`src/rtl/pixel_reorder_buffer_pkg.sv`:
```
// Shared types for the pixel reorder buffer: pixel record, frame geometry defaults
// and the per-channel classification of an incoming engine result.
package pixel_pkg;

  localparam int DEF_IMG_W    = 640;
  localparam int DEF_IMG_H    = 480;
  localparam int DEF_COORD_W  = 32;
  localparam int DEF_COLOUR_W = 24;
  localparam int FRAME        = DEF_IMG_W * DEF_IMG_H;
  localparam int IDX_W        = $clog2(FRAME);

  typedef struct packed {
    logic [DEF_COORD_W-1:0]  x;
    logic [DEF_COORD_W-1:0]  y;
    logic [DEF_COLOUR_W-1:0] colour;
  } pixel_t;

  typedef enum logic [2:0] {
    STORE,
    DUP,
    STALE,
    INVALID,
    STALL
  } slot_class_t;

endpackage

```
`src/rtl/pixel_reorder_buffer_if.sv`:
```
// Engine-side and display-side handshake bundle of the pixel reorder buffer.
interface pixel_reorder_buffer_if #(
  parameter int NUM_ENGINES = 4,
  parameter int COORD_W     = 32,
  parameter int COLOUR_W    = 24,
  parameter int DEPTH       = 16
);
  localparam int OCC_W = $clog2(DEPTH) + 1;

  logic [NUM_ENGINES-1:0]          in_valid;
  logic [NUM_ENGINES-1:0]          in_ready;
  logic [NUM_ENGINES*COORD_W-1:0]  in_x;
  logic [NUM_ENGINES*COORD_W-1:0]  in_y;
  logic [NUM_ENGINES*COLOUR_W-1:0] in_colour;
  logic                            out_valid;
  logic                            out_ready;
  logic [COORD_W-1:0]              out_x;
  logic [COORD_W-1:0]              out_y;
  logic [COLOUR_W-1:0]             out_colour;
  logic                            out_sof;
  logic                            out_eol;
  logic                            full_queue;
  logic [OCC_W-1:0]                occupancy;
  logic                            drop_pulse;

  modport master (
    output in_valid, in_x, in_y, in_colour, out_ready,
    input  in_ready, out_valid, out_x, out_y, out_colour, out_sof, out_eol,
           full_queue, occupancy, drop_pulse
  );

  modport slave (
    input  in_valid, in_x, in_y, in_colour, out_ready,
    output in_ready, out_valid, out_x, out_y, out_colour, out_sof, out_eol,
           full_queue, occupancy, drop_pulse
  );

endinterface

```
`src/rtl/pixel_reorder_buffer_locator.sv`:
```
// Maps one engine result onto the reorder window: raster offset from the expected
// pixel, target slot and classification. Purely combinational.
module pixel_slot_locator import pixel_pkg::*; #(
  parameter int DEPTH   = 16,
  parameter int COORD_W = 32,
  parameter int IMG_W   = 640,
  parameter int IMG_H   = 480,
  parameter int FRM     = IMG_W * IMG_H,
  parameter int IW      = $clog2(FRM),
  parameter int PW      = $clog2(DEPTH)
) (
  input  logic [COORD_W-1:0] x,
  input  logic [COORD_W-1:0] y,
  input  logic [IW-1:0]      exp_idx,
  input  logic [PW-1:0]      head,
  input  logic [DEPTH-1:0]   slot_vld,
  output logic [PW-1:0]      slot,
  output slot_class_t        cls
);

  logic [IW-1:0] idx;
  logic [IW-1:0] off;
  logic [IW:0]   diff;
  logic          in_range;

  always_comb begin
    in_range = (x < COORD_W'(IMG_W)) && (y < COORD_W'(IMG_H));
    // Only meaningful when in range, where the true index fits in IW bits.
    idx  = y[IW-1:0] * IW'(IMG_W) + x[IW-1:0];
    diff = {1'b0, idx} - {1'b0, exp_idx};
    if (diff[IW]) diff = diff + (IW+1)'(FRM);
    off  = diff[IW-1:0];
    slot = head + PW'(off);

    if (!in_range)                 cls = INVALID;
    else if (off < IW'(DEPTH))     cls = slot_vld[slot] ? DUP : STORE;
    else if (off >= IW'(FRM / 2))  cls = STALE;
    else                           cls = STALL;
  end

endmodule

```
`src/rtl/pixel_reorder_buffer.sv`:
```
// Collects out-of-order engine pixels into a DEPTH-slot window and releases them in
// raster order; engines running beyond the window are stalled, stale/dup/invalid dropped.
module pixel_reorder_buffer import pixel_pkg::*; #(
  parameter int NUM_ENGINES = 4,
  parameter int DEPTH       = 16,
  parameter int COLOUR_W    = DEF_COLOUR_W,
  parameter int COORD_W     = DEF_COORD_W,
  parameter int IMG_W       = DEF_IMG_W,
  parameter int IMG_H       = DEF_IMG_H
) (
  input logic                   clk,
  input logic                   reset,
  input logic                   flush,
  pixel_reorder_buffer_if.slave bus
);

  localparam int FRM = IMG_W * IMG_H;
  localparam int IW  = $clog2(FRM);
  localparam int PW  = $clog2(DEPTH);
  localparam int OW  = PW + 1;

  typedef struct packed {
    logic [COORD_W-1:0]  x;
    logic [COORD_W-1:0]  y;
    logic [COLOUR_W-1:0] colour;
  } slot_t;

  slot_t                  slot_dat [DEPTH];
  logic [DEPTH-1:0]       slot_vld;
  logic [PW-1:0]          head;
  logic [IW-1:0]          exp_idx;
  logic                   drop_q;

  logic [PW-1:0]          tgt [NUM_ENGINES];
  slot_class_t            cls [NUM_ENGINES];
  logic [NUM_ENGINES-1:0] ready;
  logic [NUM_ENGINES-1:0] wr;
  logic [NUM_ENGINES-1:0] drop;
  logic [OW-1:0]          occ;
  logic                   pop;
  slot_t                  head_dat;

  for (genvar i = 0; i < NUM_ENGINES; i++) begin : g_loc
    pixel_slot_locator #(
      .DEPTH(DEPTH), .COORD_W(COORD_W), .IMG_W(IMG_W), .IMG_H(IMG_H)
    ) u_loc (
      .x        (bus.in_x[i*COORD_W +: COORD_W]),
      .y        (bus.in_y[i*COORD_W +: COORD_W]),
      .exp_idx  (exp_idx),
      .head     (head),
      .slot_vld (slot_vld),
      .slot     (tgt[i]),
      .cls      (cls[i])
    );
  end

  // Lowest-numbered channel wins a contested slot; the losers count as duplicates.
  always_comb begin
    ready = '0;
    wr    = '0;
    drop  = '0;
    for (int i = 0; i < NUM_ENGINES; i++) begin
      ready[i] = (cls[i] != STALL);
      if (bus.in_valid[i] && ready[i]) begin
        wr[i] = (cls[i] == STORE);
        for (int j = 0; j < i; j++) begin
          if (bus.in_valid[j] && cls[j] == STORE && tgt[j] == tgt[i]) wr[i] = 1'b0;
        end
        drop[i] = !wr[i];
      end
    end
  end

  always_comb begin
    occ = '0;
    for (int d = 0; d < DEPTH; d++) occ = occ + OW'(slot_vld[d]);
  end

  assign pop = slot_vld[head] & bus.out_ready;

  always_ff @(posedge clk or posedge reset) begin
    if (reset) begin
      slot_vld <= '0;
      head     <= '0;
      exp_idx  <= '0;
      drop_q   <= 1'b0;
    end else if (flush) begin
      slot_vld <= '0;
      head     <= '0;
      exp_idx  <= '0;
      drop_q   <= 1'b0;
    end else begin
      drop_q <= |drop;
      // A popped slot is never a write target this cycle: it was occupied pre-pop.
      if (pop) begin
        slot_vld[head] <= 1'b0;
        head           <= head + 1'b1;
        exp_idx        <= (exp_idx == IW'(FRM - 1)) ? '0 : exp_idx + 1'b1;
      end
      for (int i = 0; i < NUM_ENGINES; i++) begin
        if (wr[i]) slot_vld[tgt[i]] <= 1'b1;
      end
    end
  end

  always_ff @(posedge clk) begin
    for (int i = 0; i < NUM_ENGINES; i++) begin
      if (wr[i]) begin
        slot_dat[tgt[i]] <= {bus.in_x[i*COORD_W +: COORD_W],
                             bus.in_y[i*COORD_W +: COORD_W],
                             bus.in_colour[i*COLOUR_W +: COLOUR_W]};
      end
    end
  end

  assign head_dat       = slot_dat[head];
  assign bus.in_ready   = ready;
  assign bus.out_valid  = slot_vld[head];
  assign bus.out_x      = head_dat.x;
  assign bus.out_y      = head_dat.y;
  assign bus.out_colour = head_dat.colour;
  assign bus.out_sof    = slot_vld[head] && head_dat.x == '0 && head_dat.y == '0;
  assign bus.out_eol    = slot_vld[head] && head_dat.x == COORD_W'(IMG_W - 1);
  assign bus.occupancy  = occ;
  assign bus.full_queue = (occ == OW'(DEPTH));
  assign bus.drop_pulse = drop_q;

endmodule

```
`src/flat_wrapper.sv`:
```
// flat-port wrapper written by rule: the top's interface ports become plain ports
module pixel_reorder_buffer_flat import pixel_pkg::*;
#(
  parameter int NUM_ENGINES = 4,
  parameter int DEPTH       = 16,
  parameter int COLOUR_W    = DEF_COLOUR_W,
  parameter int COORD_W     = DEF_COORD_W,
  parameter int IMG_W       = DEF_IMG_W,
  parameter int IMG_H       = DEF_IMG_H
)
  (clk, reset, flush, bus_in_valid, bus_in_x, bus_in_y, bus_in_colour, bus_out_ready, bus_in_ready, bus_out_valid, bus_out_x, bus_out_y, bus_out_colour, bus_out_sof, bus_out_eol, bus_full_queue, bus_occupancy, bus_drop_pulse);
  pixel_reorder_buffer_if #(.NUM_ENGINES(NUM_ENGINES), .COORD_W(COORD_W), .COLOUR_W(COLOUR_W), .DEPTH(DEPTH)) bus_i ();
  input logic clk;
  input logic reset;
  input logic flush;
  input wire logic [$bits(bus_i.in_valid)-1:0] bus_in_valid;
  input wire logic [$bits(bus_i.in_x)-1:0] bus_in_x;
  input wire logic [$bits(bus_i.in_y)-1:0] bus_in_y;
  input wire logic [$bits(bus_i.in_colour)-1:0] bus_in_colour;
  input wire logic [$bits(bus_i.out_ready)-1:0] bus_out_ready;
  output wire logic [$bits(bus_i.in_ready)-1:0] bus_in_ready;
  output wire logic [$bits(bus_i.out_valid)-1:0] bus_out_valid;
  output wire logic [$bits(bus_i.out_x)-1:0] bus_out_x;
  output wire logic [$bits(bus_i.out_y)-1:0] bus_out_y;
  output wire logic [$bits(bus_i.out_colour)-1:0] bus_out_colour;
  output wire logic [$bits(bus_i.out_sof)-1:0] bus_out_sof;
  output wire logic [$bits(bus_i.out_eol)-1:0] bus_out_eol;
  output wire logic [$bits(bus_i.full_queue)-1:0] bus_full_queue;
  output wire logic [$bits(bus_i.occupancy)-1:0] bus_occupancy;
  output wire logic [$bits(bus_i.drop_pulse)-1:0] bus_drop_pulse;
  assign bus_i.in_valid = bus_in_valid;
  assign bus_i.in_x = bus_in_x;
  assign bus_i.in_y = bus_in_y;
  assign bus_i.in_colour = bus_in_colour;
  assign bus_i.out_ready = bus_out_ready;
  assign bus_in_ready = bus_i.in_ready;
  assign bus_out_valid = bus_i.out_valid;
  assign bus_out_x = bus_i.out_x;
  assign bus_out_y = bus_i.out_y;
  assign bus_out_colour = bus_i.out_colour;
  assign bus_out_sof = bus_i.out_sof;
  assign bus_out_eol = bus_i.out_eol;
  assign bus_full_queue = bus_i.full_queue;
  assign bus_occupancy = bus_i.occupancy;
  assign bus_drop_pulse = bus_i.drop_pulse;
  pixel_reorder_buffer #(.NUM_ENGINES(NUM_ENGINES), .DEPTH(DEPTH), .COLOUR_W(COLOUR_W), .COORD_W(COORD_W), .IMG_W(IMG_W), .IMG_H(IMG_H)) u_core (.clk(clk), .reset(reset), .flush(flush), .bus(bus_i));
endmodule
```
`config.mk`:
```
export PLATFORM = sky130hd
export DESIGN_NAME = pixel_reorder_buffer_flat
export DESIGN_NICKNAME = d
export VERILOG_FILES = /design/src/rtl/pixel_reorder_buffer_pkg.sv /design/src/rtl/pixel_reorder_buffer_if.sv /design/src/rtl/pixel_reorder_buffer_locator.sv /design/src/rtl/pixel_reorder_buffer.sv /design/src/flat_wrapper.sv
export SDC_FILE = /design/constraint.sdc
export NUM_CORES = 2
export LEC_CHECK = 0
export CORE_MARGIN = 5
export CORE_UTILIZATION = 30
export DETAILED_ROUTE_END_ITERATION = 6
export HOLD_SLACK_MARGIN = 0.15
export SLEW_MARGIN = 5
export SYNTH_ARGS = -nofsm -noshare
export SYNTH_HDL_FRONTEND = slang
export SYNTH_SLANG_ARGS = --single-unit
```
`constraint.sdc`:
```
create_clock -name clk -period 10.05 [get_ports clk]
set_input_delay 2.01 -clock clk [delete_from_list [all_inputs] [get_ports clk]]
set_output_delay 2.01 -clock clk [all_outputs]
set_load 0.05 [all_outputs]
```
==> run metrics <==
Multi-input gate area=48800 um^2; cts hold-fix bufs=0; dpl hpwl=260000 um; clock tree root driver cell=clkbuf_16; Total Wirelength=384000 um; Initial Util=30.1%; Setup CP Type=in -> out; period utilisation layout=a little over nine tenths; Sink Count=1448; ys async rst share=2.76%; Setup violations, final=0; #FFs+latches synth=roughly 1400; CTS H-tree lvls=4; I/O pin count=roughly 460; total number of vias=approximately 73000; slowest CP cell=clkdlybuf4s50_1; Post-synth EDFFs=1408; sequential share of the synthesized area=between 40% and 50%; Final WS setup=0.293 ns; pin count of the biggest net entering global routing=103; leakage power=36.4 nW; Design Area, Final=115000 um^2; Worst-Skew Late Latency=0.86 ns; Mapped Nets=8539; yosys warns=0; WP data arrival=just under 8 ns; DR pass1 iterations=6; CTS tree=built; Starting DRT DRC Count=8928; Filler cells=30423; initial antenna violation count=32; Slew headroom=16.5%; clock skew=0.0607 ns; num rows=207; Final Critical Period=9.76 ns; DRC=0; Synth cell types=102; wire per inst=around 30 um; Final Max Tran Viols=0; Synth Instances=7938; first-pass GRT wire length=539000 um; Peak VDD IR=0.130 mV; Final nets=about 9000; CP Cell Sequence=clkdlybuf4s50_1 > buf_4 > buf_6 > ha_1 > ha_1 > a21o_1 > a21oi_2 > xnor2_1 > ha_1 > buf_4 > buf_4 > xnor2_1 > ha_1 > and2_1 > a221oi_1 > o31ai_1 > or4_1 > and3_1 > a2111o_1 > o311a_1 > a21oi_1 > o2111ai_1 > buf_4 > buf_12; average size of a mapped cell=12.0 um^2; Reg clk slew, reported paths=roughly 0.060 ns; proportion of layout cells with a drive suffix above 1=26.0%; remaining global-route overflow=0; FF+latch area=43300 um^2; Routed Antenna Nets=0; placed cell area=110000 um^2; startpoint types=input pin; mapped cell area=about 96000 um^2; CP max stage delay=0.46 ns; Hold Fails Final Rpt=0; Port Buf Inserts=roughly 460; Core Footprint=roughly 320000 um^2; Overall Global Routing Usage=around 22%; Max Clk Rate=0.102 GHz; crit-path max FO=17; Hold Crit Class=reg -> reg; worst-case clock buffer depth=4; GPL Wtd Cong=between 0.9 and 1; pwr dens=145 nW/um^2; vias per std cell=~5.7; worst path required time=8.04 ns; Slew @ Worst Pin=1.24 ns; element type at the critical path end=output port; R2R setup slack=~2.6 ns; vias in the first global route=71959; die width=574 um; status=completed; Max-Cap Viols=0; height of the die=around 570 um; Num CTS Buffers=167; synthesis-to-layout area growth=20.2%; Synth Flop Type=edfxtp_1; RSZ-0062 raised after global routing=no; DIE AREA=330000 um^2; Post-Place Setup Slack=-0.779 ns
[power by group]
part           switching [W]  internal, W  leakage (nW)
combinational        0.00232      0.00193          20.8
clock                0.00256      0.00321          2.40
sequential      0.0000000755      0.00662          13.2
total                0.00488       0.0118          36.4
[per-stage QoR]
stage | util (%) | hold slack [ns] | TNS (ns) | total power (W) | std cells
2_1_floorplan | - | 0.472 | 0 | 0.00937 | 7938
3_3_place_gp | 34.6 | 0.497 | -952.65 | 0.0108 | 12420
3_5_place_dp | 34.6 | 0.512 | -1087.55 | 0.0108 | 12420
4_1_cts | 36.1 | 0.523 | 0 | 0.0166 | 12706
5_1_grt | 36.2 | 0.564 | 0 | 0.0173 | 12711
6_report | 36.2 | 0.526 | 0 | 0.0166 | 12721
[worst paths after layout]
path,from,to,depth (start not counted)
max,bus_in_y[35],bus_in_ready[1],24
min,u_core.exp_idx[18]$_DFFE_PP0P_,u_core.exp_idx[18]$_DFFE_PP0P_,1
max reg2reg,u_core.head[1]$_DFFE_PP0P_,u_core.slot_dat[8][5]$_DFFE_PP_,14
min reg2reg,u_core.exp_idx[18]$_DFFE_PP0P_,u_core.exp_idx[18]$_DFFE_PP0P_,1
max in group asynchronous,reset,u_core.head[3]$_DFFE_PP0P_,3
min in group asynchronous,reset,u_core.exp_idx[11]$_DFFE_PP0P_,3
[layout by cell type, fill, tap and decap left out, drive strengths merged, types with 44 or more instances in the layout]
cell and instances:
edfxtp 1408, mux2 803, o21ai 718, and2 694
nand2 679, buf 630, mux2i 587, mux4 462
clkdlybuf4s50 456, ha 215, clkbuf 212, nor2 194
inv 175, a21oi 137, xnor2 128, nor4 119
nor2b 69, clkinv 61, a211oi 59, nand4 53
xor2 48, nor3 48, o22ai 46, a21o 44
[area by class of cell]
type,count,area share (%)
clock inverters,74,0.411
repair buffers,1087,10.3
flip-flops and latches,1448,37.7
well taps,4180,4.55
diodes,15,0.0327
inverters,169,0.552
multi-input cells,5536,42.5
clock buffers,212,3.86
[cells in the mapped netlist (46+ instances only)]
master / n / area, um^2
a211oi_1: 58 / 435
a21oi_1: 136 / 681
and2_1: 694 / 4340
buf_1: 71 / 267
buf_2: 118 / 591
clkbuf_1: 496 / 1860
edfxtp_1: 1408 / 42300
ha_1: 215 / 2690
inv_1: 168 / 631
mux2_2: 774 / 8720
mux2i_1: 587 / 5880
mux4_2: 462 / 10400
nand2_1: 679 / 2550
nand4_1: 53 / 332
nor2_1: 193 / 724
nor2b_1: 69 / 432
nor4_1: 101 / 632
o21ai_0: 477 / 2390
o21ai_1: 241 / 1210
o22ai_1: 46 / 288
xnor2_1: 127 / 1110
xor2_1: 47 / 412
[critical path, delay by kind of cell]
kind | cells | cell delay, ns
buffers and inverters | 7 | 1.47
AND/OR/NAND/NOR | 3 | 0.89
XOR/XNOR | 2 | 0.33
adder cells (fa/ha/maj) | 4 | 1.27
AO/OA/AOI/OAI | 8 | 1.75
[registers in the layout, summed over array words and instances (netlist names)]
signal	flops
u_core.exp_idx	19
u_core.slot_dat	1408
u_core.bus.drop_pulse	1
u_core.head	4
u_core.slot_vld	16
[what timing repair did]
action                     4_1_cts  5_1_grt
resized for setup                3       28
pin swaps                        0        2
setup endpoints to repair        2     1496
setup buffers                    0        0
[metal layers]
| layer | global-route usage, % | share of wire (%) |
|---|---|---|
| met5 | 0 | 0.053 |
| met4 | 11.0 | 5.5 |
| met3 | 5.68 | 11 |
| met2 | 34.4 | 45 |
| met1 | 29.2 | 39 |
[logic make-up (layout without fill, tap and decap cells)]
family	Yosys count	count (layout)	synth area share (%)
other cells	0	15	0
flops	1448	1448	45.3
xor+xnor	177	177	1.65
mux	1852	1852	26.5
simple gates	2031	2031	11.3
fa+ha+maj	241	241	3.36
compound gates	1235	1235	7.59
buf+inv	954	1542	4.29
No activity file was read; power rests on OpenSTA's default activity.
